===== config.mk =====
export PLATFORM = sky130hd
export DESIGN_NAME = fpu_add_sub16
export DESIGN_NICKNAME = d
export VERILOG_FILES = /design/src/rtl/fpu_lib.sv /design/src/rtl/fpu_lzc16.sv /design/src/rtl/fpu_add_sub16.sv
export SDC_FILE = /design/constraint.sdc
export NUM_CORES = 1
export LEC_CHECK = 0
export CAP_MARGIN = 20
export CORE_MARGIN = 3
export CORE_UTILIZATION = 28
export CTS_BUF_LIST = sky130_fd_sc_hd__clkbuf_2
export DETAILED_ROUTE_END_ITERATION = 16
export PLACE_DENSITY = 0.48
export SLEW_MARGIN = 0
export SYNTH_ARGS = -nofsm -noshare
export SYNTH_HDL_FRONTEND = slang
export SYNTH_SLANG_ARGS = --single-unit

===== constraint.sdc =====
create_clock -name clk -period 25 [get_ports clk]
set_input_delay 5 -clock clk [delete_from_list [all_inputs] [get_ports clk]]
set_output_delay 5 -clock clk [all_outputs]
set_load 0.03 [all_outputs]

===== src/rtl/fpu_lib.sv =====
// fpu_lib: shared fp16 types, opcodes, condition-code and status-flag layouts.
package fpu_lib;
   typedef struct packed {
      logic       sign;
      logic [4:0] exp;
      logic [9:0] frac;
   } fp16_t;
   typedef enum logic [2:0] {FPU_ADD, FPU_SUB, FPU_MUL, FPU_DIV, FPU_SQRT, FPU_CMP, FPU_CVT, FPU_NOP} fpuOp_t;
   typedef struct packed {
      logic z;
      logic c;
      logic n;
      logic v;
   } condCode_t;
   typedef struct packed {
      logic nv;
      logic dz;
      logic of;
      logic uf;
      logic nx;
   } statusFlag_t;
   localparam logic [15:0] FP16_QNAN = 16'h7E00;
   localparam int EXP_BIAS = 15;
   localparam logic [4:0] EXP_MAX = 5'd31;
endpackage


===== src/rtl/fpu_lzc16.sv =====
// fpu_lzc16: leading-zero count of a 16-bit word (16 when all zero).
module fpu_lzc16 (
   input  logic [15:0] a,
   output logic [4:0]  cnt
);
   always_comb begin
      cnt = 5'd16;
      for (int i = 0; i < 16; i++) cnt = a[i] ? 5'(15 - i) : cnt;
   end
endmodule


===== src/rtl/fpu_add_sub16.sv =====
// fpu_add_sub16: fp16 add/subtract, round-to-nearest-even, registered result with ZCNV and IEEE flags.
module fpu_add_sub16
   import fpu_lib::*;
(
   input  logic        clk,
   input  logic        rst,
   input  logic        sub,
   input  fp16_t       fpuIn1,
   input  fp16_t       fpuIn2,
   input  fpuOp_t      op,
   output fp16_t       fpuOut,
   output condCode_t   condCodes,
   output statusFlag_t statusFlags
);
   logic bs, swap, eff_add, xs, a_nan, b_nan, a_inf, b_inf, snan, rnd, nx, of, zero, sign;
   fp16_t x, y, res;
   condCode_t cc;
   statusFlag_t fl;
   logic [4:0] ex, ey, d, lz, sh, e;
   logic [13:0] ma, mb0, mb, diff, m;
   logic [14:0] sum, mag;
   logic [15:0] r16;
   logic unused_op;
   assign unused_op = ^op;
   // align: swap so x has the larger magnitude, then shift y right keeping a sticky bit
   always_comb begin
      bs = fpuIn2.sign ^ sub;
      swap = fpuIn2[14:0] > fpuIn1[14:0];
      x = swap ? fpuIn2 : fpuIn1;
      y = swap ? fpuIn1 : fpuIn2;
      xs = swap ? bs : fpuIn1.sign;
      eff_add = fpuIn1.sign == bs;
      ex = x.exp == 5'd0 ? 5'd1 : x.exp;
      ey = y.exp == 5'd0 ? 5'd1 : y.exp;
      ma = {|x.exp, x.frac, 3'b000};
      mb0 = {|y.exp, y.frac, 3'b000};
      d = ex - ey;
      mb = d >= 5'd14 ? {13'd0, |mb0} : (mb0 >> d) | {13'd0, |(mb0 & ~(14'h3fff << d))};
      sum = {1'b0, ma} + {1'b0, mb};
      diff = ma - mb;
   end
   fpu_lzc16 u_lzc (.a({diff, 2'b11}), .cnt(lz));
   always_comb begin
      sh = lz > ex - 5'd1 ? ex - 5'd1 : lz;
      m = eff_add ? (sum[14] ? {sum[14:2], |sum[1:0]} : sum[13:0]) : diff << sh;
      e = eff_add ? ex + {4'd0, sum[14]} : ex - sh;
      rnd = m[2] & (m[3] | m[1] | m[0]);
      // rounding carry ripples from the fraction into the exponent field
      r16 = {1'b0, m[13] ? e : 5'd0, m[12:3]} + {15'd0, rnd};
      of = r16 >= {1'b0, EXP_MAX, 10'd0};
      nx = |m[2:0] | of;
      mag = of ? {EXP_MAX, 10'd0} : r16[14:0];
      zero = mag == 15'd0;
      sign = xs & ~(zero & ~eff_add);
      a_nan = fpuIn1.exp == EXP_MAX && fpuIn1.frac != 10'd0;
      b_nan = fpuIn2.exp == EXP_MAX && fpuIn2.frac != 10'd0;
      a_inf = fpuIn1.exp == EXP_MAX && fpuIn1.frac == 10'd0;
      b_inf = fpuIn2.exp == EXP_MAX && fpuIn2.frac == 10'd0;
      snan = (a_nan & ~fpuIn1.frac[9]) | (b_nan & ~fpuIn2.frac[9]);
      res = {sign, mag};
      cc = {zero, eff_add & sum[14], sign, of};
      fl = {2'b00, of, ~|mag[14:10] & nx, nx};
      if (a_nan | b_nan | (a_inf & b_inf & ~eff_add)) begin
         res = FP16_QNAN;
         cc = '0;
         fl = {(a_nan | b_nan) ? snan : 1'b1, 4'b0000};
      end else if (a_inf | b_inf) begin
         res = {a_inf ? fpuIn1.sign : bs, EXP_MAX, 10'd0};
         cc = {2'b00, res.sign, 1'b0};
         fl = '0;
      end
   end
   always_ff @(posedge clk) begin
      fpuOut <= rst ? '0 : res;
      condCodes <= rst ? '0 : cc;
      statusFlags <= rst ? '0 : fl;
   end
endmodule


=== After elaboration in Yosys (flattened, before gate mapping) ===
Cells that the tools add are included.
W data, S select, Z words.

* Register bits: 24
* Input port bits: 38
* Output and inout bits: 25
* Logic and storage cells: 107

* $add $sub $neg: 7
* Magnitude comparators: 4
* Equality and inequality tests: 3
* Shift-type cells: 3
* Muxes and demuxes: 33
* Bitwise operators: 24
* Reduce and logical (&&, ||, !) cells: 21

{| class="wikitable"
|+ Operators by type and width
! kind !! number
|-
| $mux W5 || 19
|-
| $mux W15 || 4
|-
| $mux W14 || 3
|-
| $logic_not A10 Y1 || 2
|-
| $reduce_bool A10 Y1 || 2
|-
| $add A15 B1 Y16 || 1
|-
| $ge A16 B15 Y1 const B || 1
|-
| $mux W16 || 1
|-
| $add A14 B14 Y15 || 1
|-
| $gt A15 B15 Y1 || 1
|-
| $logic_not A15 Y1 || 1
|-
| $reduce_or A15 Y1 || 1
|-
| $reduce_or A5 Y1 || 3
|-
| $and A14 B14 Y14 || 1
|-
| $not A14 Y14 || 1
|-
| $or A14 B1 Y14 || 1
|-
| $reduce_or A14 Y1 || 1
|-
| $shl A14 B5 Y14 || 1
|-
| $shl A14 B5 Y14 const A || 1
|-
| $shr A14 B5 Y14 || 1
|-
| $sub A14 B14 Y14 || 1
|-
| $eq A5 B5 Y1 const B || 2
|-
| $logic_not A5 Y1 || 2
|-
| $sub A5 B5 Y5 || 2
|-
| 16 further kinds || 41
|}

=== Depth between registers and ports, before layout ===
* Depth after elaboration: 42
* Depth in mapped cells: 63
* Gate-level depth less buffers: 60

=== Cells and area by module ===
From an unflattened synthesis, not the netlist that was laid out.

* Cells, all modules: 1019
* Area, all modules: 7021.7 um^2

{| class="wikitable"
|+ Modules (own cells, without submodules)
! module !! times used !! cells an instance !! area each (um^2) !! seq. area each (um^2)
|-
| fpu_add_sub16 || 1 || 987 || 6832.8 || 440.4
|-
| fpu_lzc16 || 1 || 32 || 188.9 || 0.0
|}

=== Worst setup path before layout ===
OpenSTA, ideal clock, no wires.

* Kind: input port to flip-flop
* From: input fpuIn1[14] (netlist bit)
* To: register fpuOut[15] (netlist bit)
* Setup time: 0.125 ns
* Data arrival time: 16.590 ns
* Data required time: 24.875 ns
* Slack: 8.285 ns
* Cell stages on the path: 58
* Buffers on the path: 2
* Cell sequence: inv_1 ha_1 buf_4 nand4_4 nor2_2 o21ai_1 a21oi_1 clkbuf_1 nor2_1 a21oi_1 nand2_1 o211ai_1 inv_1 ha_1 fa_1 nand2b_1 o21ai_1 xor2_1 [... 22 more ...] nand2_1 inv_1 nor4b_2 o2bb2ai_2 nor2_2 inv_1 ha_1 and2_1 fa_1 a21o_1 a21oi_1 xor2_1 xnor2_1 and4_1 o21ai_1 nor4_2 nor3_1 o41a_1

* Cells in the longest elaborated chain, start to end: 41
* Elaborated cells between the ends (all ways): 68
* Classes of those cells: add/sub: 7; order compare: 4; eq/ne: 1; shift: 3; mux: 28; bitwise: 14; reduce/logical: 11

{| class="wikitable"
|+ RTL lines
! item !! line !! source
|-
| start, declared || fpu_add_sub16.sv:8 || <nowiki>input fp16_t fpuIn1,</nowiki>
|-
| $gt A15 B15 Y1 || fpu_add_sub16.sv:28 || <nowiki>swap = fpuIn2[14:0] > fpuIn1[14:0];</nowiki>
|-
| $mux W15, on equally long branches || fpu_add_sub16.sv:29, fpu_add_sub16.sv:30 ||
|-
| $logic_not A5 Y1, on equally long branches || fpu_add_sub16.sv:33, fpu_add_sub16.sv:34 ||
|-
| $mux W5, on equally long branches || fpu_add_sub16.sv:33, fpu_add_sub16.sv:34 ||
|-
| $sub A5 B5 Y5 || fpu_add_sub16.sv:37 || <nowiki>d = ex - ey;</nowiki>
|-
| $shl A14 B5 Y14 || fpu_add_sub16.sv:38 || <nowiki>mb = d >= 5'd14 ? {13'd0, |mb0} : (mb0 >> d) | {13'd0, |(mb0 & ~(14'h3fff << d))};</nowiki>
|-
| $not A14 Y14 || fpu_add_sub16.sv:38 ||
|-
| $and A14 B14 Y14 || fpu_add_sub16.sv:38 ||
|-
| [... 25 more ...] || n/a ||
|-
| $add A15 B1 Y16 || fpu_add_sub16.sv:49 || <nowiki>r16 = {1'b0, m[13] ? e : 5'd0, m[12:3]} + {15'd0, rnd};</nowiki>
|-
| $ge A16 B15 Y1 || fpu_add_sub16.sv:50 || <nowiki>of = r16 >= {1'b0, EXP_MAX, 10'd0};</nowiki>
|-
| $mux W15 || fpu_add_sub16.sv:52 || <nowiki>mag = of ? {EXP_MAX, 10'd0} : r16[14:0];</nowiki>
|-
| $logic_not A15 Y1 || fpu_add_sub16.sv:53 || <nowiki>zero = mag == 15'd0;</nowiki>
|-
| $and A1 B1 Y1 || fpu_add_sub16.sv:54 || <nowiki>sign = xs & ~(zero & ~eff_add);</nowiki>
|-
| $not A1 Y1 || fpu_add_sub16.sv:54 ||
|-
| $and A1 B1 Y1 || fpu_add_sub16.sv:54 ||
|-
| $mux W16 || fpu_add_sub16.sv:67 || <nowiki>end else if (a_inf | b_inf) begin</nowiki>
|-
| end signal, assigned || fpu_add_sub16.sv:74 || <nowiki>fpuOut <= rst ? '0 : res;</nowiki>
|-
| end, declared || fpu_add_sub16.sv:11 || <nowiki>output fp16_t fpuOut,</nowiki>
|}

Several ways; a longest one is shown, not always the timed one.
A chain may end at the register's enable or synchronous reset.

=== Worst setup path after layout ===
* From: input fpuIn1[10] (netlist bit)
* To: register fpuOut[15] (netlist bit)

The elaborated chain is that of the path after synthesis.

==> flow_summary.yaml <==
yosys:
  synthArstFlopShare_pct: 0
  synth_warnings: 0
  yosys_most_used_dff: "dfxtp_1"
  synth_edf_count: 0
  synth_fp_nets: 1058
  synthDistinctLibCells: 99
  syn_area_sq_um: 6680
  ys_seq_area_share_pct: 6.60
  yosysTopAreaCellShare_pct: 10.5
  yosysTopAreaCell: "ha_1"
  netlist_instances: 961
  synth.avg_cell_area_sq_um: 6.95
  synthTopCellsByArea: "ha_1 (10%), dfxtp_1 (6.6%), nor2_1 (5.4%)"
  synth-seq-cells: 22
power_and_ir_drop:
  total_power_mw: 0.966
  ir_drop_mv: 0.0393
  p_leak_nw: 2.98
  power.density_nw_per_um2: 127
grt:
  grt_usage_pct: 18.4
  use_met3_pct: 1.60
  grt_pass1_vias: 6934
  grt_max_degree: 30
  grt_busiest_layer: "met2"
  grt_pass1_wl_mm: 39.2
  overflow: 0
  grt_util_met1_pct: 27.8
  met2_usage_pct: 28.8
  grt_antenna_before_repair: 1
floorplanning:
  start_util_pct: 29.0
  core_area_sq_um: 23100
  die_h_microns: 160
  rows: 55
  io-pin-count: 63
  die_area_sq_um: 25700
  die_x_microns: 160
route:
  first_pass_iters: 6
  via_count: 7475
  wl_per_cell_microns: 18.8
  drt-total-wl_mm: 24.6
  drt_iter0_drc: 802
  vias_per_cell: 5.72
  drc: 0
  final_antenna_net_count: 0
critical_path:
  worstSetupStartpointType: "input port"
  slowest_stage: "fa_1"
  worst-setup-path-type: "in -> reg"
  crit_path_max_incr_delay_ps: 1030
  cp.arrival_ps: 21160
  path_buf_inv: 7
  crit_required_ps: 25250
  cp_max_fo: 29
  path_delay_family: "compound AO/OA/AOI/OAI gates"
  setup.worst_path.start: "fpuIn1[10]"
  worstSetupEndpointType: "flip-flop"
timing:
  fmax_mhz: 47.8
  finalSetupViolCount: 0
  hold_ws_ps: 5370
  tightest_slew_ps: 927
  post-route-period-util_pct: 83.6
  drv_slew: 0
  rsz0062_at_grt: "false"
  period_needed_ps: 20910
  hold_viol_final: 0
  slew_headroom_pct: 37.9
  finalSetupTns_ps: 0
clock_network:
  cts_buffers: 3
  cts_setup_buffers: 0
  ctsResizeCount: 0
  cts.sinks: 22
  ctsRootBufferMaster: "clkbuf_2"
  htreeDepth: 1
  clk_pin_slew_ps: 190
  ctsHoldBuffers: 0
  cts_tree: "built"
  cts.path.max_buffers: 2
status:
  outcome: "complete, no violations"
cells_and_area:
  syn_to_final_growth_pct: 13.6
  drive_gt1_share_pct: 8.06
  fin_util_pct: 32.9
  fin_area_sq_um: 7580
  finalNetCount: 1090
placed_design:
  placed_area_sq_um: 7550
  place_hpwl_mm: 20.2
  gp_congestion: 0.920
  place.port_buffers: 58
hold_path:
  holdPathStages: 2
  min_to: "fpuOut[9]"
  hold_path_class: "in -> reg"
  hp-start: "rst"
run:
  cap_violations: 0
cells by family after synthesis:
| kind of cell | count (synthesis) | synth area share [%] |
|---|---|---|
| simple gates | 375 | 29.2 |
| compound gates | 325 | 35.2 |
| buf+inv | 103 | 6.30 |
| fa+ha+maj | 59 | 11.4 |
| xor+xnor | 43 | 5.98 |
| mux | 33 | 5.30 |
| flops | 22 | 6.60 |
| other cells | 1 | 0.0562 |
cell usage after synthesis (6+ instances only):
cell and n:
a21oi_1 70, nor2_1 96, nand4_1 10, a211oi_1 14, o21a_1 10, clkbuf_1 30
o21ai_0 52, a21boi_0 7, o211ai_1 17, buf_4 6, mux2i_1 23, and3_1 16
nor2b_1 10, xnor2_1 28, a211o_1 6, nor3_1 31, dfxtp_1 22, o21bai_1 7
a21o_1 18, xor2_1 12, nand3_1 32, or3_1 8, nor4_1 6, a41oi_1 6
inv_1 57, nand2_1 87, ha_1 56, mux2_2 8, or2_2 8, o32a_1 6
a31oi_1 18, nand2b_1 13, and2_1 15, o21ai_1 7
metrics by stage:
stage          std cells  worst slack, ps
6_report            1306             4090
5_1_grt             1306             2880
4_1_cts             1304             4520
3_5_place_dp        1300             4180
3_3_place_gp        1300             4030
2_1_floorplan        961             8280
area by class of cell:
type / instances / area, sq um
multi-input cells: 836 / 5830
flip-flops and latches: 22 / 440
well taps: 313 / 392
inverters: 58 / 218
repair buffers: 72 / 683
clock buffers: 3 / 15.0
fillers: 2544 / 15500
clock inverters: 1 / 3.75
diodes: 1 / 2.50
per-layer routing:
metal / wire, microns / vias to the layer above
met5: 0 / -
met4: 454 / 0
met3: 1210 / 32
met2: 10900 / 268
met1: 12100 / 3496
li1: - / 3679
placed cells by master, fill, tap and decap left out, types with 16 or more instances in the layout:
cell,netlist,layout
o211ai_1,17,17
clkdlybuf4s50_1,0,58
dfxtp_1,22,22
nand2_1,87,87
a21oi_1,70,69
ha_1,56,56
o21ai_0,52,52
mux2i_1,23,23
and3_1,16,16
nor3_1,31,31
nor2_1,96,96
inv_1,57,57
a21o_1,18,18
nand3_1,32,32
xnor2_1,28,28
a31oi_1,18,18
worst max path at each step:
| stage | end | cells after the start |
|---|---|---|
| after floorplan | fpuOut[15] | 58 |
| after global placement | fpuOut[15] | 58 |
| after detailed placement | fpuOut[15] | 58 |
| after CTS | fpuOut[15] | 58 |
| after global routing | fpuOut[15] | 59 |
| final | fpuOut[15] | 58 |
sequential cells by signal, summed over array words and instances (netlist names):
| signal | count |
|---|---|
| condCodes | 2 |
| fpuOut | 16 |
| statusFlags | 4 |
power by group:
part | leakage [nW] | total, mW | internal (mW) | switching (mW)
Combinational | 2.79 | 0.903 | 0.329 | 0.575
Sequential | 0.182 | 0.0484 | 0.0461 | 0.00237
Clock | 0.0140 | 0.0142 | 0.00348 | 0.0107
Total | 2.98 | 0.966 | 0.378 | 0.588
Power figures use the tool's default switching activity.
==> variant 1 (config.mk and constraints unchanged) <==
Register the input `fpuIn1` before use, without a reset. The logic sees it one clock later. The other inputs are not delayed to match.
--- a/src/rtl/fpu_add_sub16.sv
+++ b/src/rtl/fpu_add_sub16.sv
@@ -12,6 +12,13 @@
    output condCode_t   condCodes,
    output statusFlag_t statusFlags
 );
+
+   fp16_t fpuIn1_q;
+
+   always_ff @(posedge clk) begin
+      fpuIn1_q <= fpuIn1;
+   end
+
    logic bs, swap, eff_add, xs, a_nan, b_nan, a_inf, b_inf, snan, rnd, nx, of, zero, sign;
    fp16_t x, y, res;
    condCode_t cc;
@@ -25,11 +32,11 @@
    // align: swap so x has the larger magnitude, then shift y right keeping a sticky bit
    always_comb begin
       bs = fpuIn2.sign ^ sub;
-      swap = fpuIn2[14:0] > fpuIn1[14:0];
-      x = swap ? fpuIn2 : fpuIn1;
-      y = swap ? fpuIn1 : fpuIn2;
-      xs = swap ? bs : fpuIn1.sign;
-      eff_add = fpuIn1.sign == bs;
+      swap = fpuIn2[14:0] > fpuIn1_q[14:0];
+      x = swap ? fpuIn2 : fpuIn1_q;
+      y = swap ? fpuIn1_q : fpuIn2;
+      xs = swap ? bs : fpuIn1_q.sign;
+      eff_add = fpuIn1_q.sign == bs;
       ex = x.exp == 5'd0 ? 5'd1 : x.exp;
       ey = y.exp == 5'd0 ? 5'd1 : y.exp;
       ma = {|x.exp, x.frac, 3'b000};
@@ -52,11 +59,11 @@
       mag = of ? {EXP_MAX, 10'd0} : r16[14:0];
       zero = mag == 15'd0;
       sign = xs & ~(zero & ~eff_add);
-      a_nan = fpuIn1.exp == EXP_MAX && fpuIn1.frac != 10'd0;
+      a_nan = fpuIn1_q.exp == EXP_MAX && fpuIn1_q.frac != 10'd0;
       b_nan = fpuIn2.exp == EXP_MAX && fpuIn2.frac != 10'd0;
-      a_inf = fpuIn1.exp == EXP_MAX && fpuIn1.frac == 10'd0;
+      a_inf = fpuIn1_q.exp == EXP_MAX && fpuIn1_q.frac == 10'd0;
       b_inf = fpuIn2.exp == EXP_MAX && fpuIn2.frac == 10'd0;
-      snan = (a_nan & ~fpuIn1.frac[9]) | (b_nan & ~fpuIn2.frac[9]);
+      snan = (a_nan & ~fpuIn1_q.frac[9]) | (b_nan & ~fpuIn2.frac[9]);
       res = {sign, mag};
       cc = {zero, eff_add & sum[14], sign, of};
       fl = {2'b00, of, ~|mag[14:10] & nx, nx};
@@ -65,7 +72,7 @@
          cc = '0;
          fl = {(a_nan | b_nan) ? snan : 1'b1, 4'b0000};
       end else if (a_inf | b_inf) begin
-         res = {a_inf ? fpuIn1.sign : bs, EXP_MAX, 10'd0};
+         res = {a_inf ? fpuIn1_q.sign : bs, EXP_MAX, 10'd0};
          cc = {2'b00, res.sign, 1'b0};
          fl = '0;
       end
Formal check against the unedited RTL: not equivalent (a bounded check fails within 4 cycles, from zero or initial values and one cycle with rst high).
==> variant 1 against the unedited design <==
- wire length decreased by 0.82%
- via count up 0.84%
- sequential cell count is 16 higher
- highest routed layer unchanged
- area after synthesis up 4.2%
- non-clock buffer count decreased by 6
- cell area rose by 4.1%
- total power rose by 11%
- setup slack improved by 1300 ps
- critical endpoint is now statusFlags[1]
==> variant 1: results (changes against the unedited design) <==
CP max FO=35 (was 29); htree depth=2 (was 1); share of layout cells above drive strength 1=0.0813 (was 0.0806); Crit-path slowest cell=fa_1 (unchanged); count leader, synth=nand2_1 (was nor2_1); drt first pass iters=5 (was 6); placer's final routability congestion estimate=0.898 (was 0.920); IO buf count=58 (unchanged); clock root buffer=clkbuf_2 (unchanged); initial antenna violation count=0 (was 1); DP Area=7790 um^2 (was 7550 um^2); leakage=3.15 nW (was 2.98 nW); run status=completed (unchanged); CP peak stage delay=920 ps (was 1030 ps); clock skew=32.6 ps; Reg2Reg Depth=53; top cells by count, synth=nand2_1, nor2_1, a21oi_1 (was nor2_1, nand2_1, a21oi_1); dpl hpwl=19900 um (was 20200 um); first-pass GRT wire length=38700 um (was 39200 um); worst vdd ir=0.0478 mV (was 0.0393 mV); Worst-path clk slew=220 ps (was 190 ps); pin count of the biggest net entering global routing=36 (was 30); Clk Latency, worst-skew pair=440 ps; top flop regs=fpuIn1_q: 16 flops, fpuOut: 16 flops, statusFlags: 4 flops (was fpuOut: 16 flops, statusFlags: 4 flops, condCodes: 2 flops); postcts setup bufs=0 (unchanged); vias post-DR=7538 (was 7475); Resize count post-CTS=0 (unchanged); Max clock buf depth=2 (unchanged); worst rel slew slack=0.374 (was 0.379); starting DRC count in detailed routing=608 (was 802); FFs w/ async S/R, synth=0 (unchanged); Layout Nets=1092 (was 1090); synth unique cells=103 (was 99); total CTS buffers=5 (was 3); gr usage total=0.181 (was 0.184); hold path depth=3 (was 2); max-cap violations=0 (unchanged); average wire per standard cell=18.5 um (was 18.8 um); warnings from Yosys=0 (unchanged); n_diodes=0 (was 1); vias in the first global route=6874 (was 6934); Seq/Total Area, Yosys=0.109 (was 0.0660); Min-Delay Path Class=reg -> reg (was in -> reg); top post-synthesis cells by area=dfxtp_1, ha_1, nand2_1 (was ha_1, dfxtp_1, nor2_1)
==> variant 1: cell count changes in the layout (fill, tap and decap cells not counted), sizes merged, moves of 8 or more <==
cell / change
a21oi: +8
mux2i: +14
o22ai: +8
nor2: -9
o31ai: +9
dfxtp: +16
nand2: +14
o21ai: -21
==> variant 1: path summary, 6_finish.rpt <==
kind                              startpoint             end  slack, ps
worst max-delay path               fpuIn2[6]  statusFlags[1]       5430
worst max register to register   fpuIn1_q[6]  statusFlags[1]      10080
worst min register to register  fpuIn1_q[15]      fpuOut[15]        680
worst min-delay path            fpuIn1_q[15]      fpuOut[15]        680
==> variant 1: per-layer routing <==
metal	share of wire	up-vias	GRT usage
met2	0.44	315	0.286
li1	-	3655	-
met5	0	-	0
met1	0.47	3530	0.260
met4	0.025	0	0.0454
met3	0.062	38	0.0228
==> variant 1: cell type report <==
type / instances / area, um^2
Clock buffer: 5 / 25.0
Clock inverter: 3 / 68.8
Fill cell: 2709 / 16500
Inverter: 63 / 236
Multi-Input combinational cell: 821 / 5750
Sequential cell: 38 / 761
Tap cell: 324 / 405
Timing Repair Buffer: 66 / 641
==> variant 1: power by group <==
group	switching [mW]	internal (mW)
Sequential	0.00389	0.0736
Clock	0.0250	0.0271
Combinational	0.596	0.345
==> variant 1: metrics by stage <==
stage | util | setup WS (ps) | std cells | hold WS [ps]
final | 0.323 | 5430 | 1320 | 684
after global routing | 0.323 | 4260 | 1320 | 722
after CTS | 0.323 | 5660 | 1320 | 695
after detailed placement | 0.320 | 5210 | 1312 | 665
after global placement | 0.320 | 5180 | 1312 | 664
after floorplan | - | 8340 | 965 | 570
==> variant 1: cell families after synthesis <==
kind of cell,synth area share
XOR/XNOR,0.0565
flip-flops,0.109
other,0.000539
AND/OR/NAND/NOR,0.273
buffers and inverters,0.0635
multiplexers,0.0743
AO/OA/AOI/OAI,0.314
adder cells (fa/ha/maj),0.109
==> variant 1: worst max-delay path: cells and delay by family <==
family | cells | cell delay, ps
adders and majority gates | 7 | 2850
buffers and inverters | 5 | 1660
and+or+nand+nor | 21 | 4820
AOI/OAI and AO/OA | 19 | 5360
muxes | 1 | 230
==> variant 2 (same settings) <==
Without the edit above. Set the package constant `EXP_MAX` to 5'd30 (it was 5'd31).
--- a/src/rtl/fpu_lib.sv
+++ b/src/rtl/fpu_lib.sv
@@ -21,6 +21,6 @@
    } statusFlag_t;
    localparam logic [15:0] FP16_QNAN = 16'h7E00;
    localparam int EXP_BIAS = 15;
-   localparam logic [4:0] EXP_MAX = 5'd31;
+   localparam logic [4:0] EXP_MAX = 5'd30;
 endpackage
 
Function: changed (a bounded check fails within 4 cycles, from zero or initial values and one cycle with rst high).
==> variant 2 against the unedited design <==
- area after synthesis grew 1.2%
- wire length decreased by 2.1%
- core utilization fell by 0.47 points
- count of clock-buffer cells in the layout stayed put
- setup slack better by 1600 ps
- critical path depth shrank 7
- die area increased by 1.2%
- cell count is 1.1% higher
- cell area grew 0.97%
- sequential cell count is the same
- sequential share of layout area shrank 0.056 points
- total power grew 14%
==> variant 2: results (changes against the unedited design) <==
Internal=0.425 mW (was 0.378 mW); top cells by count, synth=nand2_1, nor2_1, inv_1 (was nor2_1, nand2_1, a21oi_1); compound-gate portion of the synthesized area=0.341 (was 0.352); Worst-path clk slew=210 ps (was 190 ps); CP max FO=20 (was 29); first-pass GRT wire length=38900 um (was 39200 um); placer's final routability congestion estimate=0.908 (was 0.920); pin count of the biggest net entering global routing=27 (was 30); adder-cell area share of the yosys netlist=0.113 (was 0.114); starting DRC count in detailed routing=762 (was 802); vias post-DR=7498 (was 7475); n_diodes=0 (was 1); synth unique cells=107 (was 99); top post-synthesis cells by area=ha_1, dfxtp_1, a21oi_1 (was ha_1, dfxtp_1, nor2_1); CP peak stage delay=770 ps (was 1030 ps); initial antenna violation count=0 (was 1); share of layout cells above drive strength 1=0.0739 (was 0.0806); worst vdd ir=0.0427 mV (was 0.0393 mV); leakage=3.16 nW (was 2.98 nW); Synthesized Nets=1072 (was 1058); CP arrival=19600 ps (was 21160 ps); drt first pass iters=5 (was 6); fillers=2626 (was 2544); IO buf count=58 (unchanged); WL final=24100 um (was 24600 um); post-synthesis xor/xnor area fraction=0.0543 (was 0.0598); Seq/Total Area, Yosys=0.0652 (was 0.0660); warnings from Yosys=0 (unchanged); run status=completed (unchanged); Hold WS=5430 ps (was 5370 ps); worst rel slew slack=0.295 (was 0.379); gr usage total=0.180 (was 0.184); dpl hpwl=19600 um (was 20200 um); Crit-path slowest cell=nor2_1 (was fa_1); vias in the first global route=7163 (was 6934)
## variant 2: cell count changes in the layout (fill, tap and decap cells not counted), sizes merged, moves of 7 or more
cell / delta
o211ai: +9
nor3: -8
inv: +14
nor2: -11
o21ai: -8
o31ai: +8
a211oi: +7
## variant 2: through the flow
stage                     setup WS (ps)  std cells  cell area [um^2]   util
final                              5690       1320              7650  0.324
after global routing               4800       1320              7650  0.324
after CTS                          5980       1320              7650  0.324
after detailed placement           5620       1316              7610  0.322
after global placement             5510       1316              7610  0.322
after floorplan                    8700        975              6760      -
## variant 2: layout make-up
type	instances	area [um^2]	share of cell area
tap	319	399	0.0521
sequential	22	440	0.0575
clock inverter	1	30.0	0.00392
timing repair buffer	71	678	0.0886
inverter	72	270	0.0353
multi-input combinational	832	5820	0.761
clock buffer	3	15.0	0.00196
## variant 2: power groups by stage
stage / registers, mW / logic, mW / clock network, mW
floorplan: 0.0730 / 0.727 / 0
global placement: 0.0511 / 1.01 / 0
detailed placement: 0.0513 / 1.00 / 0
CTS: 0.0504 / 1.01 / 0.0259
global route: 0.0511 / 1.12 / 0.0280
finish: 0.0501 / 1.03 / 0.0247
## variant 2: path summary, 6_finish.rpt
kind | from | endpoint | cells past startpoint
worst max-delay path | fpuIn2[5] | condCodes[3] | 51
worst min-delay path | rst | fpuOut[10] | 2
## variant 2: routing by layer
| metal | share of wire | GRT usage |
|---|---|---|
| met5 | 0 | 0 |
| met4 | 0.014 | 0.0254 |
| met3 | 0.054 | 0.0146 |
| met2 | 0.46 | 0.300 |
| met1 | 0.47 | 0.261 |
